### src/rtl/multi_blinker.sv
// Multi-channel LED blinker: one shared tick prescaler feeding NUM_CH independent
// off/on/blink/burst channel FSMs, configured through a valid/ready handshake.
module multi_blinker #(
    parameter int unsigned CLK_FREQ  = 12000000,
    parameter int unsigned TICK_FREQ = 1000,
    parameter int unsigned NUM_CH    = 3,
    parameter int unsigned HALF_W    = 16,
    parameter int unsigned CNT_W     = 8
) (
    input  logic              clock,
    input  logic              reset_n,
    input  logic              cfg_valid,
    output logic              cfg_ready,
    input  logic [2:0]        cfg_ch,
    input  logic [1:0]        cfg_mode,
    input  logic [HALF_W-1:0] cfg_half,
    input  logic [CNT_W-1:0]  cfg_count,
    output logic              cfg_err,
    output logic              tick,
    output logic [NUM_CH-1:0] led_out,
    output logic [NUM_CH-1:0] busy,
    output logic [NUM_CH-1:0] done
);

    localparam int unsigned DIV = CLK_FREQ / TICK_FREQ;
    localparam int unsigned PW  = (DIV > 2) ? $clog2(DIV) : 1;
    localparam logic [PW-1:0] DivLast = PW'(DIV - 1);

    typedef enum logic [1:0] {ModeOff, ModeOn, ModeBlink, ModeBurst} mode_e;
    typedef enum logic [1:0] {StOff, StOn, StHi, StLo} state_e;

    logic [PW-1:0]     presc_q, presc_d;
    logic              ready_q;
    logic              err_q, err_d;
    logic              xfer;
    logic [HALF_W-1:0] half_eff;
    mode_e             mode;

    assign presc_d   = (presc_q == DivLast) ? '0 : presc_q + PW'(1);
    assign tick      = (presc_q == DivLast);
    assign cfg_ready = ready_q;
    assign cfg_err   = err_q;
    assign xfer      = cfg_valid && ready_q;
    assign err_d     = xfer && (32'(cfg_ch) >= NUM_CH);
    // A zero half-period would never reach the reload point, so clamp it to one tick.
    assign half_eff  = (cfg_half == '0) ? HALF_W'(1) : cfg_half;
    assign mode      = mode_e'(cfg_mode);

    always_ff @(posedge clock or negedge reset_n) begin
        if (!reset_n) begin
            presc_q <= '0;
            ready_q <= 1'b0;
            err_q   <= 1'b0;
        end else begin
            presc_q <= presc_d;
            ready_q <= 1'b1;
            err_q   <= err_d;
        end
    end

    for (genvar i = 0; i < NUM_CH; i++) begin : g_ch
        state_e            state_q, state_d;
        logic [HALF_W-1:0] half_q, half_d, reload_q, reload_d;
        logic [CNT_W-1:0]  remain_q, remain_d;
        logic              burst_q, burst_d;
        logic              done_q, done_d;
        logic              led_q;
        logic              sel;

        assign sel = xfer && (cfg_ch == 3'(i));

        always_comb begin
            state_d  = state_q;
            half_d   = half_q;
            reload_d = reload_q;
            remain_d = remain_q;
            burst_d  = burst_q;
            done_d   = 1'b0;
            // A transfer overrides everything, including a coincident tick.
            if (sel) begin
                unique case (mode)
                    ModeOff: begin
                        state_d = StOff;
                        burst_d = 1'b0;
                    end
                    ModeOn: begin
                        state_d = StOn;
                        burst_d = 1'b0;
                    end
                    ModeBlink: begin
                        state_d  = StHi;
                        half_d   = half_eff;
                        reload_d = half_eff;
                        burst_d  = 1'b0;
                    end
                    ModeBurst: begin
                        if (cfg_count == '0) begin
                            state_d = StOff;
                            burst_d = 1'b0;
                            done_d  = 1'b1;
                        end else begin
                            state_d  = StHi;
                            half_d   = half_eff;
                            reload_d = half_eff;
                            remain_d = cfg_count;
                            burst_d  = 1'b1;
                        end
                    end
                endcase
            end else if (tick && (state_q == StHi || state_q == StLo)) begin
                if (half_q == HALF_W'(1)) begin
                    half_d = reload_q;
                    if (state_q == StHi) begin
                        state_d = StLo;
                        if (burst_q && remain_q != '0) begin
                            remain_d = remain_q - CNT_W'(1);
                        end
                    end else if (burst_q && remain_q == '0) begin
                        state_d = StOff;
                        burst_d = 1'b0;
                        done_d  = 1'b1;
                    end else begin
                        state_d = StHi;
                    end
                end else begin
                    half_d = half_q - HALF_W'(1);
                end
            end
        end

        always_ff @(posedge clock or negedge reset_n) begin
            if (!reset_n) begin
                state_q  <= StOff;
                half_q   <= HALF_W'(1);
                reload_q <= HALF_W'(1);
                remain_q <= '0;
                burst_q  <= 1'b0;
                done_q   <= 1'b0;
                led_q    <= 1'b0;
            end else begin
                state_q  <= state_d;
                half_q   <= half_d;
                reload_q <= reload_d;
                remain_q <= remain_d;
                burst_q  <= burst_d;
                done_q   <= done_d;
                led_q    <= (state_d == StOn) || (state_d == StHi);
            end
        end

        assign led_out[i] = led_q;
        assign busy[i]    = (state_q == StHi) || (state_q == StLo);
        assign done[i]    = done_q;
    end

endmodule

### config.mk
export PLATFORM = sky130hd
export DESIGN_NAME = multi_blinker
export DESIGN_NICKNAME = d
export VERILOG_FILES = /design/src/rtl/multi_blinker.sv
export SDC_FILE = /design/constraint.sdc
export NUM_CORES = 1
export LEC_CHECK = 0
export ABC_AREA = 1
export BUFFER_PORTS_ARGS = -buffer_cell sky130_fd_sc_hd__buf_4
export CORE_UTILIZATION = 40
export CTS_CLUSTER_DIAMETER = 50
export DETAILED_ROUTE_END_ITERATION = 7
export PLACE_DENSITY = 0.68
export SLEW_MARGIN = 20
export SYNTH_ARGS = -nofsm -noshare
export SYNTH_HDL_FRONTEND = slang
export SYNTH_SLANG_ARGS = --single-unit
### constraint.sdc
create_clock -name clock -period 2 [get_ports clock]
set_clock_uncertainty 0.2 [all_clocks]
set_input_delay 0.1 -clock clock [delete_from_list [all_inputs] [get_ports clock]]
set_output_delay 0.1 -clock clock [all_outputs]
set_load 0.02 [all_outputs]
; ---- Word level (Yosys, flattened, before mapping)
; Index checks and enable logic that the tools add are counted.
; Widths: inputs -> output; s select.
[op_classes]
add_sub_neg = 7
magnitude_cmp = 1
n_eq_ne = 37
n_mux = 81
reduce_logical = 59
[ops]
columns = cell, n
row1 = $mux 16, 11
row2 = $mux 8, 17
row3 = $eq 16x1->1 const B, 3
row4 = $sub 16x1->16 const B, 3
row5 = $mux 1, 33
row6 = $logic_not 8->1, 4
row7 = $mux 2, 16
row8 = $pmux 16 s2, 1
row9 = $reduce_bool 2->1, 16
row10 = $reduce_bool 8->1, 3
row11 = $sub 8x1->8 const B, 3
row12 = $eq 2x2->1 const B, 11
row13 = $reduce_and 3->1, 6
row14 = $reduce_and 6->1, 3
row15 = $logic_not 16->1, 1
row16 = $add 14x1->14 const B, 1
row17 = $eq 14x14->1 const B, 1
row18 = $logic_and 1x1->1, 14
row19 = $mux 14, 1
row20 = $ne 2x2->1 const B, 7
row21 = $reduce_and 4->1, 3
row22 = $ne 3x1->1 const B, 3
row23 = $ne 3x3->1 const B, 3
row24 = $eq 2x1->1 const B, 4
row25 = other kinds (10), 17
[totals]
regBits = 151
input_bits = 32
output_inout_bits = 12
wordCells = 209

; ---- Longest topological paths before layout
; Gate-level depths: netlist (run 1).
[logic_depth]
depth_word = 9
mapped_depth = 13
mapped_depth_nobuf = 13

; ---- Least setup slack after synthesis (run 1)
; OpenSTA, ideal clock, no wires.
[synth_timing]
kind = register -> register
startpoint = reg presc_q[0]
endpoint = reg g_ch[2].half_q[9]
setup_time_ns = 0.123
arrival_time_ns = 1.766
t_required_ns = 1.677
setup_slack_ns = -0.089
path_stages_with_launch = 10
path_buffers = 1
period_less_slack_ns = 2.089
cell_sequence = dfrtp_1 -> ha_1 -> nand4_2 -> nor3_4 -> nand3_4 -> nand2_4 -> inv_2 -> buf_6 -> nand2_1 -> nand2_1
[synth_via]
elab_chain_cells = 4
[synth_rtl]
columns = element, line
row1 = start: declaration, 32  ; logic [PW-1:0] presc_q, presc_d;
row2 = start signal: assignment, 55  ; presc_q <= presc_d;
row3 = $eq 14x14->1, 40  ; assign tick = (presc_q == DivLast);
row4 = named net tick, 19  ; output logic tick,
row5 = $logic_and 1x1->1, 110  ; end else if (tick && (state_q == StHi || state_q == StLo)) begin
row6 = $reduce_bool 2->1 (no line), --
row7 = $reduce_and 3->1 (no line), --
row8 = end signal: assignment, 142  ; half_q <= half_d;
row9 = end: declaration, 63  ; logic [HALF_W-1:0] half_q, half_d, reload_q, reload_d;
; The timed path passes the listed nets, and every way through them passes these cells.
; A chain may end at the register's enable or synchronous reset.

; ---- Worst setup path in the final report (run 1)
[layout_timing]
startpoint = reg presc_q[1]
endpoint = reg g_ch[2].half_q[2]
[layout_via]
elab_chain_cells = 4
[layout_rtl]
columns = element, line
row1 = $eq 14x14->1, 40
row2 = $logic_and 1x1->1, 110
row3 = $reduce_bool 2->1 (no line), --
row4 = $reduce_and 3->1 (no line), --
; No other way between the ends.

==> flow_metrics.env, run 1 <==
export IMPL_hold_path_class="input pin to register"
export IMPL_fillers=2163
export IMPL_cts_tree="done"
export IMPL_cts_sinks=151
export IMPL_die_width_um=155.3
export IMPL_crit_path_end_kind="register"
export IMPL_routed_wl_um=28490
export IMPL_dpl_hpwl_um=20850
export IMPL_final_common_cell="nand2_1"
export IMPL_h_tree_depth=4
export IMPL_numCtsBuffers=17
export IMPL_status="finished with violations"
export IMPL_via_count=9462
export IMPL_cts_root_buf="clkbuf_16"
export IMPL_hold_viol=0
export IMPL_async_flop_share_pct=100.0
export IMPL_required_ns=2.09
export IMPL_p_leak_nw=6.485
export IMPL_synthesis_area_mm2=0.009404
export IMPL_remaining_drc_errors=0
export IMPL_syn_nets=1407
export IMPL_ir_drop_mv=0.4751
export IMPL_rsz0062_at_grt="true"
export IMPL_crit_path_top_delay_cell="dfrtp_1"
export IMPL_die_h_um=155.3
export IMPL_io_pins=44
export IMPL_synth_seq_area_share_pct=40.26
export IMPL_grt_pass1_wl_um=45370
export IMPL_row_count=55
export IMPL_crit_family="simple AND/OR/NAND/NOR gates"
export IMPL_design_area_mm2=0.01246
export IMPL_crit_buf_inv=4
export IMPL_grt_use_met3_pct=3.148
export IMPL_period_share_pct=100.6
export IMPL_postPlaceCellArea_mm2=0.01087
export IMPL_path_clk_slew_ns=0.07
export IMPL_synth_ff_latch_count=151
export IMPL_grt_max_degree=43
export IMPL_ys_types=44
export IMPL_syn_inst=1362
export IMPL_grt_use_total_pct=24.06
export IMPL_slowest_delay_ns=0.40
export IMPL_area_delta_synth_final_pct=32.50
export IMPL_antenna_cells=0
export IMPL_antenna_found_initial=0
export IMPL_clk_path_buf_depth=2
export IMPL_synth_edf_count=0
export IMPL_drive_above_1_share_pct=22.71
export IMPL_die_area_mm2=0.02413
export IMPL_start_util_pct=41.16
export IMPL_cp_cell_sequence="ha_4 > buf_6 > nand4_4 > nor3_4 > buf_12 > nand3_4 > nand2_4 > buf_12 > buf_8 > o21ai_0"
export IMPL_crit_fanout=7
export IMPL_worstPathArrival_ns=2.11
export IMPL_grt_overflow=0
export IMPL_power_mw=9.612
export IMPL_cap_viol_max_count=0
export IMPL_ant_nets=0
export IMPL_drt_iter0_drc=629
export IMPL_port_buffers=43
export IMPL_design_core_area_mm2=0.02285
export IMPL_syn_avg_cell_area_um2=6.905
export IMPL_routabilityCongestion=0.9711
export IMPL_avgRoutedWirePerCell_um=15.19
export IMPL_finalSetupViolations=1
export IMPL_layout_setup_ws_ns=-0.01261
export IMPL_gr_usage_met2_pct=40.25
export IMPL_finalSetupTns_ns=-0.01261
export IMPL_min_period_ns=2.013
export IMPL_first_pass_iters=8
export IMPL_path_common_cell="buf_12"
export IMPL_maxSlewViolCount=0
export IMPL_vias_per_cell=5.044
export IMPL_grt_pass1_vias=9041
export IMPL_violations="setup timing"
export IMPL_busiest_layer="met2"
export IMPL_final_cell_mix="nand2_1, buf_4, dfrtp_1"
export IMPL_final_net_count=1595
export IMPL_yosysWarnings=0
export IMPL_power_density_mw_per_mm2=771.4
export IMPL_max_freq_ghz=0.4969
export IMPL_critPathKind="register to register"
export IMPL_clock_latency_ns=0.43
export IMPL_synth_ff_type="dfrtp_1"
export IMPL_grtUsageMet1_pct=32.36
export IMPL_setup_worst_path_start_class="register"
## registers in the layout, indices dropped and copies added (netlist names)
name	flops
g_ch.half_q	48
g_ch.reload_q	48
g_ch.remain_q	24
presc_q	14
g_ch.state_q	6
g_ch.burst_q	3
g_ch.done_q	3
g_ch.led_q	3
cfg_err	1
cfg_ready	1
## synthesized netlist by cell type (all sizes together), types with 3 or more instances
cell type,count,area share [%]
buf,23,1.7
o22ai,3,0.27
inv,152,6.1
o21ai,137,7.8
dfrtp,145,39
dfstp,6,1.7
ha,13,1.7
nand3,115,6.5
clkbuf,22,0.89
nor3,11,0.76
nand2,462,19
xnor2,5,0.47
o211ai,19,1.7
a21oi,22,1.2
a31oi,3,0.20
xor2,26,2.4
nand4,21,1.6
nor2,167,6.9
## power breakdown
part / switching, mW / total [mW] / internal (mW)
clock network: 1.46 / 3.27 / 1.81
logic: 1.49 / 2.54 / 1.05
registers: 0.310 / 3.80 / 3.49
total: 3.26 / 9.61 / 6.35
## kinds of logic after synthesis
| family | share of synthesized area [%] |
|---|---|
| adder cells (fa/ha/maj) | 1.730 |
| buffers and inverters | 8.755 |
| AO/OA/AOI/OAI | 11.46 |
| other | 0.03988 |
| AND/OR/NAND/NOR | 34.87 |
| XOR/XNOR | 2.887 |
| flip-flops | 40.26 |
## cell type report
class,instances,area (um^2),share of cell area [%]
Multi-Input combinational cell,1013,5206,41.78
Timing Repair inverter,1,5.005,0.04016
Clock buffer,18,439.2,3.524
Clock inverter,14,157.7,1.265
Timing Repair Buffer,212,1876,15.05
Tap cell,313,391.6,3.143
Sequential cell,151,3786,30.38
Inverter,154,599.3,4.810
## repair_timing
item | in CTS | in global routing
hold buffers | 30 | 0
setup buffers | 3 | 18
gates cloned | 1 | 2
endpoints found under the setup margin | 54 | 93
hold endpoints to repair | 257 | 0
pin swaps | 3 | 37
gates resized for setup | 19 | 135
## path summary, 6_finish.rpt
path | from | endpoint | slack, ns | cells past startpoint
worst min register to register | g_ch[0].reload_q[0]$_DFFE_PN1P_ | g_ch[0].reload_q[0]$_DFFE_PN1P_ | 0.27 | 2
worst max register to register | presc_q[1]$_DFF_PN0_ | g_ch[2].half_q[2]$_DFFE_PN0P_ | -0.01 | 10
worst max-delay path | presc_q[1]$_DFF_PN0_ | g_ch[2].half_q[2]$_DFFE_PN0P_ | -0.01 | 10
worst min-delay path | cfg_count[5] | g_ch[2].remain_q[5]$_DFFE_PN0P_ | 0.009 | 6
min in group asynchronous | reset_n | g_ch[2].remain_q[5]$_DFFE_PN0P_ | 0.50 | 3
max in group asynchronous | reset_n | g_ch[1].half_q[0]$_DFFE_PN1P_ | 0.46 | 4
## routing by layer
metal | up-vias | part of all wire (%) | routed length, um
met2 | 233 | 48 | 13720
li1 | 4728 | - | -
met3 | 39 | 4.3 | 1218
met1 | 4462 | 46 | 12970
met4 | 0 | 2.0 | 577
met5 | - | 0 | 0
## worst min-delay path: stages
cell and delay [ns]:
buf_4 0.11, inv_1 0.06, buf_4 0.13, o21ai_0 0.09, nand2_1 0.07, nand2_1 0.04
## metrics by stage
stage               setup WS (ns)  std cells  hold slack (ns)  util, %
floorplan                0.007942       1362          -0.3956        -
global placement          -0.1229       1790          -0.1347    47.60
detailed placement        -0.1650       1790          -0.1323    47.60
CTS                     0.0003859       1856         0.001557    51.96
global route             -0.09842       1876          0.05341    54.54
finish                   -0.01261       1876         0.008868    54.54
No activity file was read; power rests on OpenSTA's default activity.
==> run 2: changes to the inputs <==
--- a/config.mk
+++ b/config.mk
@@ -7,10 +7,10 @@
 export LEC_CHECK = 0
 export ABC_AREA = 1
 export BUFFER_PORTS_ARGS = -buffer_cell sky130_fd_sc_hd__buf_4
-export CORE_UTILIZATION = 40
+export CORE_UTILIZATION = 43
 export CTS_CLUSTER_DIAMETER = 50
 export DETAILED_ROUTE_END_ITERATION = 7
-export PLACE_DENSITY = 0.68
+export PLACE_DENSITY = 0.71
 export SLEW_MARGIN = 20
 export SYNTH_ARGS = -nofsm -noshare
 export SYNTH_HDL_FRONTEND = slang
==> run 2 against run 1 <==
Effect of this change:
- the run still ends with setup timing left
- wire length about the same
- combinational power fell by 3%
- setup slack improved by 0.0059 ns
- final cell count shrank 2.9%
- flip-flop and latch count is the same
- critical path depth fell by 4
- first-iteration DRC count is 26% higher
==> flow_metrics.env, run 2 (synthesis gave the netlist of run 1 again) <==
export IMPL_status="finished with violations"
export IMPL_violations="setup timing"
export IMPL_holdPathStages=6
export IMPL_h_tree_depth=4
export IMPL_first_pass_iters=5
export IMPL_max_freq_ghz=0.4983
export IMPL_critPathKind="register to output pin"
export IMPL_combPwrFrac_pct=25.7
export IMPL_hold_path_class="input pin to register"
export IMPL_worstPathArrival_ns=1.71
export IMPL_cts_sinks=151
export IMPL_cap_viol_max_count=0
export IMPL_clock_latency_ns=0.44
export IMPL_design_core_area_mm2=0.02122
export IMPL_power_mw=9.569
export IMPL_whs_ns=0.02247
export IMPL_r2r_start="g_ch[1].half_q[0]$_DFFE_PN1P_"
export IMPL_numCtsBuffers=17
export IMPL_area_delta_synth_final_pct=30.40
export IMPL_power_density_mw_per_mm2=780.3
export IMPL_seq_power_share_pct=40.0
export IMPL_via_count=9574
export IMPL_fillers=1960
export IMPL_crit_family="flip-flops"
export IMPL_switching_power_mw=3.143
export IMPL_reg_top3="g_ch.half_q: 48 flops, g_ch.reload_q: 48 flops, g_ch.remain_q: 24 flops"
export IMPL_pwr_share_clk_pct=34.3
export IMPL_rsz0062_at_grt="true"
export IMPL_clk_path_buf_depth=2
export IMPL_setup_worst_path_start_class="register"
export IMPL_vias_per_cell=5.255
export IMPL_finalSetupViolations=4
export IMPL_crit_fanout=5
export IMPL_die_width_um=149.9
export IMPL_row_count=53
export IMPL_p_leak_nw=6.389
export IMPL_ant_nets=0
export IMPL_min_period_ns=2.007
export IMPL_path_clk_slew_ns=0.07
export IMPL_required_ns=1.70
export IMPL_grt_use_total_pct=26.00
export IMPL_die_h_um=149.9
export IMPL_maxSlewViolCount=0
export IMPL_die_area_mm2=0.02247
export IMPL_internal_power_mw=6.426
export IMPL_antenna_cells=0
export IMPL_regToRegEndpoint="g_ch[1].half_q[15]$_DFFE_PN0P_"
export IMPL_avgRoutedWirePerCell_um=15.62
export IMPL_crit_path_end_kind="output pin"
export IMPL_ff2ff_path_depth=10
export IMPL_grt_pass1_vias=8772
export IMPL_grt_pass1_wl_um=45130
export IMPL_routed_wl_um=28470
export IMPL_crit_path_top_delay_cell="dfrtp_1"
export IMPL_routabilityCongestion=0.9500
export IMPL_regArea_mm2=0.003789
export IMPL_final_common_cell="nand2_1"
export IMPL_drive_above_1_share_pct=21.14
export IMPL_remaining_drc_errors=0
export IMPL_reg2reg_slack_ns=0
export IMPL_cp_cell_sequence="ha_4 > buf_6 > nand4_4 > nor3_4 > buf_12 > buf_8"
export IMPL_drt_iter0_drc=794
export IMPL_cts_root_buf="clkbuf_16"
export IMPL_crit_buf_inv=3
export IMPL_layout_setup_ws_ns=-0.006708
export IMPL_io_pins=44
export IMPL_grt_max_degree=42
export IMPL_hold_end="g_ch[0].remain_q[3]$_DFFE_PN0P_"
export IMPL_period_share_pct=100.3
export IMPL_min_from="cfg_count[3]"
export IMPL_dpl_hpwl_um=20270
export IMPL_antenna_found_initial=0
export IMPL_grt_overflow=0
export IMPL_multi_input_area_mm2=0.005164
export IMPL_slowest_delay_ns=0.39
export IMPL_hold_viol=0
export IMPL_start_util_pct=44.32
export IMPL_final_cell_mix="nand2_1, buf_4, dfrtp_1"
export IMPL_netSwitchingFraction_pct=32.85
export IMPL_cts_tree="done"
export IMPL_port_buffers=43
export IMPL_final_net_count=1579
export IMPL_ir_drop_mv=0.5413
## run 2: cell count changes in the layout (fill, tap and decap cells not counted), moves of 4 or more
| cell | before | now |
|---|---|---|
| nand2_4 | 9 | 4 |
| buf_4 | 153 | 145 |
| buf_6 | 13 | 8 |
| clkinv_2 | 0 | 4 |
| nand2_2 | 27 | 19 |
| o21ai_0 | 104 | 108 |
| nand2_1 | 426 | 436 |
## run 2: worst max path at each step
stage	start	cells after the start	end	slack [ns]
global placement	g_ch[0].half_q[0]$_DFFE_PN1P_	10	g_ch[0].half_q[8]$_DFFE_PN0P_	-0.03
floorplan	presc_q[8]$_DFF_PN0_	9	g_ch[2].half_q[9]$_DFFE_PN0P_	0.008
detailed placement	g_ch[1].half_q[0]$_DFFE_PN1P_	11	g_ch[1].half_q[15]$_DFFE_PN0P_	-0.09
CTS	g_ch[1].half_q[0]$_DFFE_PN1P_	11	g_ch[1].half_q[15]$_DFFE_PN0P_	-0.005
finish	presc_q[0]$_DFF_PN0_	6	tick	-0.007
global route	g_ch[1].half_q[0]$_DFFE_PN1P_	11	g_ch[1].led_q$_DFF_PN0_	-0.11
## run 2: final cells by class
class	instances	share of cell area (%)
Multi-Input combinational cell	1013	42.11
Sequential cell	151	30.89
Timing Repair Buffer	197	14.43
Inverter	154	4.887
Clock buffer	19	3.694
Tap cell	275	2.806
Clock inverter	13	1.184
## run 2: stage by stage
step                      TNS (ns)  cells  area [um^2]  utilization (%)  worst slack, ns
after floorplan                  0   1362         9435                -         0.007942
after global placement     -0.1623   1743        10760            50.70         -0.03342
after detailed placement   -0.5281   1743        10760            50.70         -0.08968
after CTS                 -0.01476   1807        11720            55.22        -0.004614
after global routing        -2.410   1822        12260            57.79          -0.1063
final                     -0.01913   1822        12260            57.79        -0.006708
## run 2: worst register-to-register path: stages, from the launching register on
cell      delay [ns]
dfstp_2         0.55
ha_4            0.14
nand2_2         0.07
nor2_4          0.13
buf_4           0.13
nand4_1         0.20
buf_4           0.21
nand2_1         0.10
o21bai_4        0.06
nand2_1         0.07
nand2_1         0.04
## run 2: power groups by stage
stage	Sequential [mW]	Clock, mW	Combinational, mW
after floorplan	3.76	0	1.47
after detailed placement	3.85	0	2.21
final	3.82	3.29	2.46
after global routing	3.87	3.48	2.77
after CTS	3.80	3.33	2.30
after global placement	3.83	0	2.18
## run 2: what timing repair did
| item | CTS | global route |
|---|---|---|
| pin swaps | 3 | 20 |
| gates cloned | 1 | 4 |
| endpoints found under the setup margin | 43 | 83 |
| gates resized for setup | 13 | 111 |
| hold buffers | 30 | 0 |
| hold endpoints to repair | 258 | 0 |
| buffers inserted | 1 | 11 |
## run 2: per-layer routing
layer	share of wire, %	vias to the layer above	wire length, um	global-route usage (%)
met1	45	4526	12700	36.10
li1	-	4696	-	-
met4	2.3	0	665	8.838
met3	6.4	44	1828	3.780
met5	0	-	0	0
met2	47	308	13270	41.27
==> run 3: changes to the inputs <==
--- a/config.mk
+++ b/config.mk
@@ -8,6 +8,7 @@
 export ABC_AREA = 1
 export BUFFER_PORTS_ARGS = -buffer_cell sky130_fd_sc_hd__buf_4
 export CORE_UTILIZATION = 43
+export CTS_BUF_LIST = sky130_fd_sc_hd__clkbuf_4 sky130_fd_sc_hd__clkbuf_8
 export CTS_CLUSTER_DIAMETER = 50
 export DETAILED_ROUTE_END_ITERATION = 7
 export PLACE_DENSITY = 0.71
==> run 3 against run 2 <==
Effect of this change:
- the flow still finishes with violations (setup timing)
- total power is 7.4% lower
- wire length is 0.31% higher
- first-iteration DRC count is 11% lower
- via count fell by 0.67%
- sequential power about the same
- sequential share of layout area fell by 0.29 points
- critical path type is now register to register
==> flow_metrics.env, run 3 (synthesis gave the netlist of run 1 again) <==
export IMPL_layout_setup_ws_ns=-0.05517
export IMPL_port_buffers=43
export IMPL_violations="setup timing"
export IMPL_min_period_ns=2.055
export IMPL_remaining_drc_errors=0
export IMPL_die_area_mm2=0.02247
export IMPL_finalSetupTns_ns=-0.3056
export IMPL_slowest_delay_ns=0.57
export IMPL_maxSlewViolCount=0
export IMPL_grt_use_met3_pct=4.146
export IMPL_period_share_pct=102.8
export IMPL_drt_iter0_drc=705
export IMPL_avgRoutedWirePerCell_um=15.54
export IMPL_via_count=9510
export IMPL_crit_path_end_kind="register"
export IMPL_crit_cells=11
export IMPL_clock_latency_ns=0.47
export IMPL_design_core_area_mm2=0.02122
export IMPL_holdPathStages=6
export IMPL_crit_fanout=6
export IMPL_numCtsBuffers=17
export IMPL_hold_path_class="input pin to register"
export IMPL_crit_start="g_ch[1].half_q[0]$_DFFE_PN1P_"
export IMPL_reg_top3="g_ch.half_q: 48 flops, g_ch.reload_q: 48 flops, g_ch.remain_q: 24 flops"
export IMPL_cap_viol_max_count=0
export IMPL_final_net_count=1594
export IMPL_area_delta_synth_final_pct=31.75
export IMPL_ant_nets=0
export IMPL_die_h_um=149.9
export IMPL_first_pass_iters=8
export IMPL_h_tree_depth=4
export IMPL_dpl_hpwl_um=20270
export IMPL_path_clk_slew_ns=0.10
export IMPL_grt_pass1_vias=8763
export IMPL_gr_usage_met2_pct=40.58
export IMPL_crit_family="simple AND/OR/NAND/NOR gates"
export IMPL_grtUsageMet1_pct=35.81
export IMPL_cp_cell_sequence="ha_4 > nand2_4 > nor2_4 > nand3_2 > nor2_4 > buf_8 > nand2_1 > nand2_1 > o21bai_4 > nand2_1 > nand2_1"
export IMPL_p_leak_nw=6.497
export IMPL_final_cell_mix="nand2_1, buf_4, dfrtp_1"
export IMPL_required_ns=2.22
export IMPL_cts_sinks=151
export IMPL_antenna_found_initial=0
export IMPL_routabilityCongestion=0.9500
export IMPL_row_count=53
export IMPL_drive_above_1_share_pct=24.14
export IMPL_antenna_cells=0
export IMPL_power_density_mw_per_mm2=715.2
export IMPL_io_pins=44
export IMPL_busiest_layer="met2"
export IMPL_setup_worst_path_start_class="register"
export IMPL_finalSetupViolations=13
export IMPL_min_from="cfg_count[0]"
export IMPL_start_util_pct=44.32
export IMPL_ff2ff_path_depth=11
export IMPL_cts_root_buf="clkbuf_8"
export IMPL_crit_buf_inv=1
export IMPL_worstPathArrival_ns=2.28
export IMPL_grt_use_total_pct=25.77
export IMPL_design_area_mm2=0.01239
export IMPL_grt_max_degree=46
export IMPL_grt_pass1_wl_um=44700
export IMPL_die_width_um=149.9
export IMPL_vias_per_cell=5.177
export IMPL_ir_drop_mv=0.3754
export IMPL_grt_overflow=0
export IMPL_path_common_cell="nand2_1"
export IMPL_postPlaceCellArea_mm2=0.01076
export IMPL_status="finished with violations"
export IMPL_max_freq_ghz=0.4866
export IMPL_clk_path_buf_depth=2
export IMPL_crit_path_top_delay_cell="dfstp_2"
export IMPL_critPathKind="register to register"
export IMPL_routed_wl_um=28550
export IMPL_hold_viol=0
export IMPL_rsz0062_at_grt="true"
export IMPL_cts_tree="done"
export IMPL_r2r_start="g_ch[1].half_q[0]$_DFFE_PN1P_"
export IMPL_whs_ns=0.03532
export IMPL_final_common_cell="nand2_1"
==> run 3: cell count changes in the layout (fill, tap and decap cells not counted), sizes merged <==
cell / previous run / this run
nand2: 463 / 462
clkinv: 7 / 6
buf: 165 / 176
dlygate4sd3: 29 / 34
clkinvlp: 4 / 5
==> run 3: worst reg2reg max path: stages (launching register included) <==
cell and delay (ns):
dfstp_2 0.57, ha_4 0.15, nand2_4 0.06, nor2_4 0.12
nand3_2 0.12, nor2_4 0.29, buf_8 0.18, nand2_1 0.05
nand2_1 0.06, o21bai_4 0.11, nand2_1 0.06, nand2_1 0.05
==> run 3: path summary, 6_finish.rpt <==
path / to / slack, ns
worst max-delay path: g_ch[1].half_q[15]$_DFFE_PN0P_ / -0.06
worst min-delay path: g_ch[1].remain_q[0]$_DFFE_PN0P_ / 0.04
worst max register to register: g_ch[1].half_q[15]$_DFFE_PN0P_ / -0.06
worst min register to register: g_ch[0].reload_q[0]$_DFFE_PN1P_ / 0.28
max in group asynchronous: g_ch[2].reload_q[0]$_DFFE_PN1P_ / 0.49
min in group asynchronous: g_ch[1].remain_q[6]$_DFFE_PN0P_ / 0.47
==> run 3: layout make-up <==
cell class	count	area (um^2)
fill	1952	8831
multi-input combinational	1012	5344
sequential	151	3791
timing repair buffer	213	1904
inverter	154	599.3
tap	275	344.1
clock buffer	19	261.5
clock inverter	13	145.1
==> run 3: power by group <==
part | internal, mW | switching (mW)
Sequential | 3.49 | 0.347
Combinational | 1.07 | 1.50
Clock | 1.19 | 1.26
==> run 3: metal layers <==
layer  wire, um  vias up
met5          0        -
met4        680        0
met3       1454       38
met2      13520      229
met1      12900     4534
li1           -     4709
==> run 3: timing repair <==
action	in CTS	in global routing
hold endpoints to repair	274	1
gates resized for setup	16	167
hold buffers	34	1
buffers inserted	1	24
pin swaps	3	58
setup endpoints to repair	34	95
cloned	0	3
==> run 3: metrics by stage <==
step / std cells / setup slack (ns) / utilization, % / total power [mW]
2_1_floorplan: 1362 / 0.007942 / - / 5.224
3_3_place_gp: 1743 / -0.03342 / 50.70 / 6.017
3_5_place_dp: 1743 / -0.08968 / 50.70 / 6.055
4_1_cts: 1810 / -0.04121 / 54.51 / 8.576
5_1_grt: 1837 / -0.1341 / 58.38 / 9.410
6_report: 1837 / -0.05517 / 58.38 / 8.861
